**src/rtl/cond_pkg.sv**
```systemverilog
// Shared types for condition-code evaluation: condition mnemonics, NZCV flag indices,
// per-instruction side-effect enables and the flag merge helper.
package cond_pkg;

    typedef enum logic [3:0] {
        COND_EQ = 4'h0,
        COND_NE = 4'h1,
        COND_CS = 4'h2,
        COND_CC = 4'h3,
        COND_MI = 4'h4,
        COND_PL = 4'h5,
        COND_VS = 4'h6,
        COND_VC = 4'h7,
        COND_HI = 4'h8,
        COND_LS = 4'h9,
        COND_GE = 4'hA,
        COND_LT = 4'hB,
        COND_GT = 4'hC,
        COND_LE = 4'hD,
        COND_AL = 4'hE,
        COND_NV = 4'hF
    } cond_e;

    localparam int FLAG_N = 3;
    localparam int FLAG_Z = 2;
    localparam int FLAG_C = 1;
    localparam int FLAG_V = 0;

    typedef struct packed {
        logic reg_write;
        logic mem_write;
        logic pc_src;
    } en_t;

    // flag_write[1] owns N,Z and flag_write[0] owns C,V.
    function automatic logic [3:0] merge_flags(input logic [3:0] old_flags,
                                               input logic [3:0] new_flags,
                                               input logic [1:0] flag_write);
        logic [3:0] res;
        res = old_flags;
        if (flag_write[1]) begin
            res[FLAG_N] = new_flags[FLAG_N];
            res[FLAG_Z] = new_flags[FLAG_Z];
        end
        if (flag_write[0]) begin
            res[FLAG_C] = new_flags[FLAG_C];
            res[FLAG_V] = new_flags[FLAG_V];
        end
        return res;
    endfunction

endpackage

```
**src/rtl/cond_check.sv**
```systemverilog
// Condition-field evaluator: (cond, NZCV) -> pass. Purely combinational, zero latency,
// no flow control; shared with branch resolution.
module cond_check
    import cond_pkg::*;
(
    input  logic [3:0] cond_i,
    input  logic [3:0] flags_i,
    output logic       cond_pass_o
);

    logic n, z, c, v;

    assign n = flags_i[FLAG_N];
    assign z = flags_i[FLAG_Z];
    assign c = flags_i[FLAG_C];
    assign v = flags_i[FLAG_V];

    always_comb begin
        cond_pass_o = 1'b0;
        case (cond_e'(cond_i))
            COND_EQ: cond_pass_o = z;
            COND_NE: cond_pass_o = ~z;
            COND_CS: cond_pass_o = c;
            COND_CC: cond_pass_o = ~c;
            COND_MI: cond_pass_o = n;
            COND_PL: cond_pass_o = ~n;
            COND_VS: cond_pass_o = v;
            COND_VC: cond_pass_o = ~v;
            COND_HI: cond_pass_o = c & ~z;
            COND_LS: cond_pass_o = ~c | z;
            COND_GE: cond_pass_o = (n == v);
            COND_LT: cond_pass_o = (n != v);
            COND_GT: cond_pass_o = ~z & (n == v);
            COND_LE: cond_pass_o = z | (n != v);
            COND_AL: cond_pass_o = 1'b1;
            COND_NV: cond_pass_o = 1'b0;
            default: cond_pass_o = 1'b0;
        endcase
    end

endmodule

```
**src/rtl/cond_exec_stage.sv**
```systemverilog
// EX->MEM stage: owns NZCV, squashes failed-condition enables, one registered output slot.
// Latency 1 cycle; in_ready = ~out_valid | out_ready; flush wins. COND_STATS_EN adds counters.
module cond_exec_stage
    import cond_pkg::*;
#(
    parameter int WIDTH = 32
) (
    input  logic             clk,
    input  logic             reset,
    input  logic             in_valid,
    output logic             in_ready,
    input  logic [3:0]       cond,
    input  logic [3:0]       alu_flags,
    input  logic [WIDTH-1:0] alu_result,
    input  logic [1:0]       flag_write,
    input  logic             reg_write_in,
    input  logic             mem_write_in,
    input  logic             pc_src_in,
    input  logic [3:0]       wa_in,
    input  logic             flush,
    output logic             out_valid,
    input  logic             out_ready,
    output logic [WIDTH-1:0] out_result,
    output logic [3:0]       out_wa,
    output logic             reg_write_out,
    output logic             mem_write_out,
    output logic             pc_src_out,
    output logic             cond_pass_out,
    output logic [3:0]       flags_out
`ifdef COND_STATS_EN
    ,
    output logic [31:0]      exec_count,
    output logic [31:0]      squash_count
`endif
);

    logic [3:0]       flags_q, flags_d;
    logic             valid_q, valid_d;
    logic [WIDTH-1:0] result_q, result_d;
    logic [3:0]       wa_q, wa_d;
    en_t              en_q, en_d;
    logic             pass_q, pass_d;

    logic cond_pass;
    logic accept;
    en_t  en_in;

    cond_check u_cond_check (
        .cond_i      (cond),
        .flags_i     (flags_q),
        .cond_pass_o (cond_pass)
    );

    assign in_ready = ~valid_q | out_ready;
    assign accept   = in_valid & in_ready & ~flush;

    assign en_in.reg_write = reg_write_in & cond_pass;
    assign en_in.mem_write = mem_write_in & cond_pass;
    assign en_in.pc_src    = pc_src_in & cond_pass;

    // Flags update at the accept edge, so a back-to-back consumer reads them directly.
    always_comb begin
        flags_d = flags_q;
        if (accept && cond_pass) begin
            flags_d = merge_flags(flags_q, alu_flags, flag_write);
        end
    end

    always_comb begin
        valid_d  = valid_q;
        result_d = result_q;
        wa_d     = wa_q;
        en_d     = en_q;
        pass_d   = pass_q;
        if (flush) begin
            valid_d = 1'b0;
        end else if (accept) begin
            valid_d  = 1'b1;
            result_d = alu_result;
            wa_d     = wa_in;
            en_d     = en_in;
            pass_d   = cond_pass;
        end else if (out_ready) begin
            valid_d = 1'b0;
        end
    end

    always_ff @(posedge clk or posedge reset) begin
        if (reset) begin
            flags_q  <= 4'b0000;
            valid_q  <= 1'b0;
            result_q <= '0;
            wa_q     <= 4'h0;
            en_q     <= '0;
            pass_q   <= 1'b0;
        end else begin
            flags_q  <= flags_d;
            valid_q  <= valid_d;
            result_q <= result_d;
            wa_q     <= wa_d;
            en_q     <= en_d;
            pass_q   <= pass_d;
        end
    end

    assign out_valid     = valid_q;
    assign out_result    = result_q;
    assign out_wa        = wa_q;
    assign reg_write_out = en_q.reg_write;
    assign mem_write_out = en_q.mem_write;
    assign pc_src_out    = en_q.pc_src;
    assign cond_pass_out = pass_q;
    assign flags_out     = flags_q;

`ifdef COND_STATS_EN
    logic [31:0] exec_q, exec_d;
    logic [31:0] squash_q, squash_d;

    // Saturating: a stuck counter at all-ones is more useful than a silent wrap.
    always_comb begin
        exec_d   = exec_q;
        squash_d = squash_q;
        if (accept) begin
            if (cond_pass) begin
                if (exec_q != 32'hFFFF_FFFF) exec_d = exec_q + 32'd1;
            end else begin
                if (squash_q != 32'hFFFF_FFFF) squash_d = squash_q + 32'd1;
            end
        end
    end

    always_ff @(posedge clk or posedge reset) begin
        if (reset) begin
            exec_q   <= 32'd0;
            squash_q <= 32'd0;
        end else begin
            exec_q   <= exec_d;
            squash_q <= squash_d;
        end
    end

    assign exec_count   = exec_q;
    assign squash_count = squash_q;
`endif

endmodule

```
**config.mk**
```make
export PLATFORM = sky130hd
export DESIGN_NAME = cond_exec_stage
export DESIGN_NICKNAME = d
export VERILOG_FILES = /design/src/rtl/cond_pkg.sv /design/src/rtl/cond_check.sv /design/src/rtl/cond_exec_stage.sv
export SDC_FILE = /design/constraint.sdc
export NUM_CORES = 1
export LEC_CHECK = 0
export ABC_AREA = 1
export BUFFER_PORTS_ARGS = -buffer_cell sky130_fd_sc_hd__buf_2
export CORE_AREA = 3 3 81 83
export DETAILED_ROUTE_END_ITERATION = 10
export DIE_AREA = 0 0 84 86
export PLACE_DENSITY = 0.64
export SETUP_SLACK_MARGIN = 0.1
export SYNTH_ARGS = -nofsm -noshare
export SYNTH_HDL_FRONTEND = slang
export SYNTH_SLANG_ARGS = --single-unit
```
**constraint.sdc**
```tcl
create_clock -name clk -period 2.9 [get_ports clk]
set_input_delay 0.58 -clock clk [delete_from_list [all_inputs] [get_ports clk]]
set_output_delay 0.58 -clock clk [all_outputs]
set_load 0.03 [all_outputs]
```
==> metrics.md, run 1 <==
| Metric | Value |
|---|---|
| Most common cell after layout, fill and taps aside | nand2_1 |
| CP Class | input pin to output port |
| Number of gates resized after CTS | 0 |
| Pleak | 1.58 nW |
| R2R depth | 11 |
| Clk Latency, worst-skew pair | 0.28 ns |
| GP Congestion | 0.878 |
| WL/cell | 11.4 um |
| Row count | 28 |
| Cells after Synth | 248 |
| Flops & latches, synth | 45 |
| WP data arrival | 1.08 ns |
| CTS tree | yes |
| Distinct cell type count after synthesis | 14 |
| Grt total ovfl | 0 |
| Clock period minus worst slack | 1.66 ns |
| # Max-Cap Violations | 0 |
| CTS Buf Count | 5 |
| Global-route wire length before repair | 8140 um |
| Final Non-Filler Cells | 422 |
| Cells along the critical path | buf_2, nor2_1, inv_1, buf_2 |
| Post-CTS Setup Repair Bufs | 0 |
| Vias in the first global route | 1,807 |
| Max Freq | 603 MHz |
| Outcome | finished, final reports clean |
| Slew @ Worst Pin | 0.921 ns |
| DR iter-0 viols | 76 |
| Synth-to-Final Area Change | 33.2% |
| Hold path depth | 2 |
| Clk sink count | 45 |
| Residual DRC count | 0 |
| Aggregate routed wire length | 4810 um |
| Htree depth | 2 |
| Relative slew slack | 38.5% |
| Full die area | 0.00722 mm2 |
| Syn avg cell area | 7.86 um2 |
| IO Port Bufs | 99 |
| RSZ-0062 raised after global routing | no |
| Routed Antenna Nets | 0 |
| Most frequent CP cell | buf_2 |
| # setup viols final | 0 |
| Net count, final | 401 |
| Worst hold path class | input pin to flop |
| Clock transition at path regs | 0.08 ns |
| Crit-path slowest cell | buf_2 |
| Hold-fix buffers, CTS | 0 |
| Top Ports | 100 |
| Sequential-to-total area share from yosys stat | 57.8% |
| TritonRoute pass-1 iters | 4 |
| CP required | 2.32 ns |
| Die X | 84 um |
| Final Max Tran Viols | 0 |
| Initial Util | 32.9% |
| YS warnings | 0 |
| Diodes inserted | 0 |
| Syn Nets | 302 |
| Die Ht | 86 um |
| Critical path endpoint category | output port |
| Via count | 1,821 |
| Post-Syn Area | 0.00195 mm2 |
| Vias per cell | 4.32 |
| Worst-case clock skew | 0.00356 ns |
| Longest Clk Path Bufs | 2 |
| Largest net degree at the start of global routing | 46 |
| Critical path's largest stage delay | 0.18 ns |
| PwrDens | 706 mW/mm2 |
| Post-DP HPWL | 3530 um |
| Total GRT Usage | 13.8% |
| Most frequent cells in the layout | nand2_1 (150), buf_2 (99), dfrtp_1 (45) |
| Layout cells sized above 1 | 33.4% |
| Crit-path max FO | 2 |
| Core Area | 0.00592 mm2 |
| Final setup TNS | 0 ns |
| Final hold violation count | 0 |
| Crit path launch type | input pin |
| VDD IR max | 0.000296 V |
| Initial antenna violation count | 0 |
| Placed cell count | 415 |
| Clock Root Buffer | clkbuf_8 |
| Fin crit share | 57.2% |
area by class of cell:
| cell class | instances | area (um2) |
|---|---|---|
| Fill cell | 631 | 3320 |
| Sequential cell | 45 | 1130 |
| Multi-Input combinational cell | 178 | 724 |
| Timing Repair Buffer | 100 | 503 |
| Tap cell | 75 | 93.8 |
| Clock buffer | 7 | 86.3 |
| Inverter | 17 | 63.8 |
power by group:
group          switching [mW]  internal, mW
clock                   0.196         0.189
combinational           0.447         0.188
sequential             0.0772         0.736
kinds of logic (layout without fill, tap and decap cells):
kind of cell | Yosys count | count (layout) | share of synthesized area [%]
and+or+nand+nor | 172 | 172 | 35.4
DFF | 45 | 45 | 57.8
buffers and inverters | 25 | 124 | 5.33
AOI/OAI and AO/OA | 6 | 6 | 1.54
metrics by stage:
stage	cell area (um2)	utilization, %	total power, mW	hold WS (ns)	worst slack [ns]
2_1_floorplan	1950	-	1.25	0.643	1.26
3_3_place_gp	2510	42.4	1.46	0.452	1.22
3_5_place_dp	2510	42.4	1.47	0.458	1.18
4_1_cts	2600	43.9	1.86	0.441	1.24
5_1_grt	2600	43.9	1.96	0.445	1.19
6_report	2600	43.9	1.83	0.460	1.24
critical path: cells and delay by family:
kind	cells	cell delay [ns]
buffers and inverters	3	0.35
and+or+nand+nor	1	0.15
routing by layer:
metal	global-route usage, %	vias up	wire (um)
met5	0	-	0
met4	4.68	0	44
met3	4.32	4	417
met2	22.8	69	2220
met1	17.2	808	2120
li1	-	940	-
sequential cells by signal, summed over array words and instances, names as in the netlist:
name / count
out_wa: 4
out_valid: 1
flags_out: 4
mem_write_out: 1
reg_write_out: 1
cond_pass_out: 1
pc_src_out: 1
out_result: 32
final timing paths:
path / from / slack, ns / to
worst min register to register: out_result[21]$_DFFE_PP0P_ / 0.47 / out_result[21]$_DFFE_PP0P_
max in group asynchronous: reset / 1.84 / out_result[15]$_DFFE_PP0P_
worst min-delay path: flush / 0.46 / out_valid$_DFFE_PP0P_
worst max register to register: flags_out[0]$_DFFE_PP0P_ / 1.46 / flags_out[1]$_DFFE_PP0P_
min in group asynchronous: reset / 0.49 / out_result[8]$_DFFE_PP0P_
worst max-delay path: out_ready / 1.24 / in_ready
cells in the mapped netlist:
cell type,instances,share of area [%]
buf_2,8,2.1
nand2_4,1,0.58
dfrtp_1,45,58
nor2_1,6,1.2
o21ai_1,3,0.77
inv_1,14,2.7
nand3_1,6,1.5
nor3_1,1,0.26
nand2_2,2,0.64
nand3_2,2,1.0
nand2_1,150,29
inv_2,3,0.58
nand4_1,4,1.3
a21oi_1,3,0.77
(Power assumes the default switching activity.)
==> run 2: changes to the inputs <==
Clock period 2.9 ns to 1.61 ns, I/O delays scaled along.
==> run 2 against run 1 <==
Setup slack worse by 1.0 ns. Sequential cell count did not move. Largest power group unchanged. Cell area is 4.2% higher.
==> metrics.md, run 2 (synthesis results as in run 1) <==
| Metric | Value |
|---|---|
| # setup viols final | 0 |
| Die X | 84 um |
| Grt total ovfl | 0 |
| VDD IR max | 0.000704 V |
| GP Congestion | 0.813 |
| Global route hottest layer | met2 |
| CTS tree | yes |
| Row count | 28 |
| Most frequent cells in the layout | nand2_1 (148), buf_2 (99), dfrtp_1 (44) |
| WP data arrival | 1.64 ns |
| Slew @ Worst Pin | 0.433 ns |
| Final Power | 3.42 mW |
| Diodes inserted | 0 |
| Final Max Tran Viols | 0 |
| Largest net degree at the start of global routing | 31 |
| Crit-path max FO | 6 |
| Final Non-Filler Cells | 431 |
| R2r setup slk | 0.19 ns |
| CP Class | flop to flop |
| Fin crit share | 87.9% |
| Comb pwr share | 36.1% |
| Routed Antenna Nets | 0 |
| Vias in the first global route | 1,831 |
| Top Ports | 100 |
| Post-DP HPWL | 3710 um |
| Die Ht | 86 um |
| Critical path endpoint category | flop |
| CP required | 1.84 ns |
| Max Freq | 707 MHz |
| Full die area | 0.00722 mm2 |
| Reg2reg start | flags_out[0]$_DFFE_PP0P_ |
| TritonRoute pass-1 iters | 4 |
| Outcome | finished, final reports clean |
| Clock Root Buffer | clkbuf_8 |
| Grt met1 use | 17.5% |
| Clk sink count | 45 |
| Worst-case clock skew | 0.00817 ns |
| Largest register FFs | 32 |
| Global-route wire length before repair | 8220 um |
| CTS Buf Count | 5 |
| M2 GR Usage | 23.1% |
| RSZ-0062 raised after global routing | yes |
| Residual DRC count | 0 |
| Crit path from | flags_out[0]$_DFFE_PP0P_ |
| M3 GR Usage | 5.09% |
| Via count | 1,873 |
| Placed cell count | 420 |
| Htree depth | 2 |
| Aggregate routed wire length | 4870 um |
| Switch share | 39.4% |
| Most common cell after layout, fill and taps aside | nand2_1 |
| Reg-to-reg endpoint | flags_out[1]$_DFFE_PP0P_ |
| Clock period minus worst slack | 1.42 ns |
| Final hold violation count | 0 |
| WL/cell | 11.3 um |
| R2R depth | 11 |
| Reg power frac | 42.8% |
| Int Power | 2.07 mW |
| Clock power share | 21.1% |
| DR iter-0 viols | 59 |
| Vias per cell | 4.35 |
| Pleak | 1.64 nW |
| Longest Clk Path Bufs | 2 |
| PwrDens | 1260 mW/mm2 |
| Clock transition at path regs | 0.09 ns |
| # Max-Cap Violations | 0 |
| Critical path capture point | flags_out[1]$_DFFE_PP0P_ |
| Worst hold path class | input pin to asynchronous set/reset pin |
| Net count, final | 409 |
| Synth-to-Final Area Change | 38.9% |
| Fillers | 618 |
| Clk Latency, worst-skew pair | 0.29 ns |
| Total GRT Usage | 14.0% |
| Initial antenna violation count | 0 |
| Initial Util | 32.9% |
| Hold-fix buffers, CTS | 0 |
| Layout cells sized above 1 | 37.6% |
| Crit path launch type | flop |
| Core Area | 0.00592 mm2 |
| Final setup TNS | 0 ns |
| Relative slew slack | 71.1% |
| IO Port Bufs | 99 |
| Psw | 1.35 mW |
run 2: cell count changes in the layout (fill, tap and decap cells not counted), sizes merged:
cell / before / now
clkinv: 0 / 2
clkbuf: 7 / 6
buf: 100 / 108
run 2: worst min path at each step:
stage                                       endpoint   from  slack [ns]
after CTS                  out_result[6]$_DFFE_PP0P_  reset        0.03
after global routing       out_result[0]$_DFFE_PP0P_  reset        0.04
after floorplan                out_valid$_DFFE_PP0P_  flush        0.39
after global placement    out_result[30]$_DFFE_PP0P_  reset        0.35
after detailed placement   out_result[6]$_DFFE_PP0P_  reset        0.36
final                     out_result[30]$_DFFE_PP0P_  reset        0.02
run 2: critical path, cell delays in order (launching register included):
cell and delay [ns]:
dfrtp_1 0.41, inv_2 0.07, nand2_2 0.08, nand2_2 0.06
o21ai_1 0.14, nand2_1 0.08, nand3_2 0.07, nand2_2 0.06
nand2_4 0.11, buf_6 0.13, nand4_1 0.08, nand2_1 0.08
run 2: what timing repair did:
| action | in CTS | in global routing |
|---|---|---|
| buffers inserted | 0 | 3 |
| setup endpoints to repair | 0 | 37 |
| gates resized for setup | 0 | 12 |
run 2: routing by layer:
layer | up-vias | routed length [um]
li1 | 963 | -
met5 | - | 0
met3 | 2 | 344
met4 | 0 | 21
met2 | 62 | 2250
met1 | 846 | 2260
run 2: layout make-up:
cell class	count	area [um2]	area share [%]
sequential	45	1130	41.6
multi-input combinational	178	747	27.6
timing repair buffer	108	579	21.4
tap	75	93.8	3.47
clock buffer	6	82.6	3.05
inverter	17	63.8	2.36
clock inverter	2	13.8	0.508
run 2: power by group through the flow:
stage	sequential (mW)	clock, mW	combinational, mW
3_3_place_gp	1.48	0	1.16
3_5_place_dp	1.48	0	1.18
5_1_grt	1.50	0.812	1.36
2_1_floorplan	1.87	0	0.391
6_report	1.46	0.721	1.24
4_1_cts	1.46	0.760	1.18
run 2: metrics by stage:
| stage | hold WS [ns] | worst slack, ns | instance area [um2] | utilization (%) |
|---|---|---|---|---|
| after global placement | 0.354 | 0.186 | 2560 | 43.3 |
| after floorplan | 0.385 | 0.129 | 1950 | - |
| after CTS | 0.0272 | 0.171 | 2660 | 44.9 |
| final | 0.0164 | 0.195 | 2710 | 45.7 |
| after detailed placement | 0.356 | 0.142 | 2560 | 43.3 |
| after global routing | 0.0405 | 0.0902 | 2710 | 45.7 |
==> run 3: changes to the inputs <==
Settings changed: CORE_AREA 3 3 81 83 to 3 3 82 84, DIE_AREA 0 0 84 86 to 0 0 85 87, PLACE_DENSITY 0.64 to 0.63, SYNTH_HIERARCHICAL set to 1.
==> run 3 against run 2 <==
Wire length increased by 4.7%. First-iteration DRC count decreased by 17%. Sequential power rose by 5%. Cell area is 0.69% lower. Cell count shrank 1.6%. Critical path depth shrank 2. Combinational power increased by 13%. Total power up 6.2%. Utilization fell by 0.85 points. Via count grew 0.32%. Largest cell class unchanged. Largest power group unchanged.
==> metrics.md, run 3 <==
| Metric | Value |
|---|---|
| Outcome | finished, final reports clean |
| Diodes inserted | 0 |
| Area leader, netlist | dfrtp_1 |
| Via count | 1,879 |
| CP required | 1.79 ns |
| PwrDens | 1350 mW/mm2 |
| Cells after Synth | 245 |
| Synth-to-Final Area Change | 37.3% |
| Crit path launch type | flop |
| Die X | 85 um |
| Clk sink count | 45 |
| Initial Util | 32.7% |
| Multi-input gate area | 753 um2 |
| Synth async-reset ratio | 100% |
| WP data arrival | 1.69 ns |
| Most frequent cells in the layout | nand2_1 (140), buf_2 (99), dfrtp_1 (42) |
| DR iter-0 viols | 49 |
| Total GRT Usage | 13.8% |
| Synth area leaders | dfrtp_1 (58%), nand2_1 (27%), nand3_1 (2.8%), inv_1 (2.1%), nand4_1 (1.9%) |
| Worst-case clock skew | 0.00502 ns |
| YS warnings | 6 |
| RSZ-0062 raised after global routing | yes |
| Clock power share | 19.3% |
| Most common cell after layout, fill and taps aside | nand2_1 |
| Pleak | 1.59 nW |
| Reg power frac | 42.1% |
| Global-route wire length before repair | 8330 um |
| Largest net degree at the start of global routing | 41 |
| WL/cell | 12.0 um |
| Layout cells sized above 1 | 37.8% |
| GP Congestion | 0.771 |
| Count of flip-flops with a built-in enable after synthesis | 0 |
| # setup viols final | 0 |
| Net count, final | 403 |
| IO Port Bufs | 99 |
| Final Power | 3.63 mW |
| Register Area | 0.00113 mm2 |
| Psw | 1.49 mW |
| Largest register FFs | 32 |
| Int Power | 2.15 mW |
| Share of the synthesized area in the top cell type | 57.5% |
| Full die area | 0.00740 mm2 |
| Residual DRC count | 0 |
| Slew @ Worst Pin | 0.403 ns |
| Initial antenna violation count | 0 |
| Synth Flop Type | dfrtp_1 |
| Final Util | 44.9% |
| Post-Syn Area | 0.00196 mm2 |
| Final hold violation count | 0 |
| Core Area | 0.00599 mm2 |
| TritonRoute pass-1 iters | 4 |
| Top Ports | 100 |
| Clock period minus worst slack | 1.51 ns |
| # Max-Cap Violations | 0 |
| Grt total ovfl | 0 |
| Clk Latency, worst-skew pair | 0.29 ns |
| Routed Antenna Nets | 0 |
| Worst hold path class | input pin to flop |
| Vias in the first global route | 1,793 |
| Final Max Tran Viols | 0 |
| Switch share | 40.9% |
| Flops & latches, synth | 45 |
| Fillers | 630 |
| Synth cell count leaders | nand2_1 (143), dfrtp_1 (45), inv_1 (11), nand3_1 (11), buf_2 (7) |
| Sequential-to-total area share from yosys stat | 57.5% |
| Reg2reg start | flags_out[3]$_DFFE_PP0P_ |
| Relative slew slack | 73.1% |
| Comb pwr share | 38.6% |
| Clock transition at path regs | 0.08 ns |
| VDD IR max | 0.000556 V |
| CTS tree | yes |
| Hold_sp | wa_in[1] |
| Crit-path max FO | 6 |
| CTS Buf Count | 5 |
| Die Ht | 87 um |
| Critical path endpoint category | flop |
| Most common cell in the netlist | nand2_1 |
| Max Freq | 661 MHz |
| R2r setup slk | 0.1 ns |
| Crit path from | flags_out[3]$_DFFE_PP0P_ |
| Syn avg cell area | 7.99 um2 |
| Clock Root Buffer | clkbuf_8 |
| Syn Nets | 299 |
| Vias per cell | 4.43 |
| Row count | 28 |
| Longest Clk Path Bufs | 2 |
| CP Class | flop to flop |
| Distinct cell type count after synthesis | 18 |
| Aggregate routed wire length | 5100 um |
| Fin crit share | 93.9% |
| Htree depth | 2 |
| Post-DP HPWL | 3710 um |
## run 3: cell types whose count changed after synthesis, sizes merged
cell,previous run,this run
inv,17,14
o211ai,0,2
clkbuf,0,1
a21oi,3,1
o21ai,3,4
nand3,8,12
nor2,6,8
nand4,4,6
nand2,153,144
nor3,1,0
## run 3: logic make-up after synthesis
family,Yosys count,synth area share [%]
AOI/OAI and AO/OA,7,2.04
and+or+nand+nor,170,35.4
DFF,45,57.5
buffers and inverters,23,5.05
## run 3: power groups by stage
stage / Sequential, mW / Clock (mW) / Combinational (mW)
floorplan: 1.97 / 0 / 0.471
global placement: 1.55 / 0 / 1.27
detailed placement: 1.55 / 0 / 1.29
CTS: 1.53 / 0.739 / 1.31
global route: 1.57 / 0.780 / 1.52
finish: 1.53 / 0.703 / 1.40
## run 3: worst paths after layout
check / endpoint / cells after the start
max in group asynchronous: flags_out[0]$_DFFE_PP0P_ / 4
min in group asynchronous: out_result[3]$_DFFE_PP0P_ / 3
hold / removal: out_wa[1]$_DFFE_PP0P_ / 3
setup / recovery: flags_out[0]$_DFFE_PP0P_ / 9
hold reg to reg: out_result[24]$_DFFE_PP0P_ / 2
setup reg to reg: flags_out[0]$_DFFE_PP0P_ / 9
## run 3: critical path, stage by stage (launching register included)
cell	delay (ns)
dfrtp_2	0.45
inv_2	0.10
o21ai_1	0.07
o211ai_1	0.10
nand3_1	0.12
nor2_2	0.18
nand3_4	0.11
buf_6	0.15
nand4_1	0.08
nand2_1	0.05
## run 3: cell type report
| type | count | share of cell area (%) |
|---|---|---|
| sequential | 45 | 42.0 |
| multi-input combinational | 177 | 28.0 |
| timing repair buffer | 106 | 21.1 |
| tap | 75 | 3.49 |
| clock buffer | 6 | 3.07 |
| inverter | 14 | 2.05 |
| clock inverter | 1 | 0.279 |
## run 3: per-layer routing
metal,track usage [%],up-vias,part of all wire (%)
met3,4.45,4,9.2
li1,-,960,-
met4,3.17,0,0.49
met1,18.0,841,44
met2,22.6,74,46
met5,0,-,0
## run 3: repair_timing
| item | CTS | global route |
|---|---|---|
| endpoints found under the setup margin | 4 | 9 |
| hold endpoints to repair | 16 | 0 |
| resized for setup | 1 | 9 |
| pin swaps | 0 | 15 |
| setup buffers | 0 | 3 |
| hold buffers | 1 | 0 |
## run 3: metrics by stage
step	area [um2]	std cells	setup slack, ns	hold slack, ns	TNS, ns
after CTS	2650	421	0.104	0.215	0
after floorplan	1970	245	0.102	0.434	0
final	2690	424	0.0975	0.227	0
after global placement	2540	413	0.0911	0.321	0
after detailed placement	2540	413	0.0225	0.320	0
after global routing	2690	424	-0.0237	0.219	-0.0474
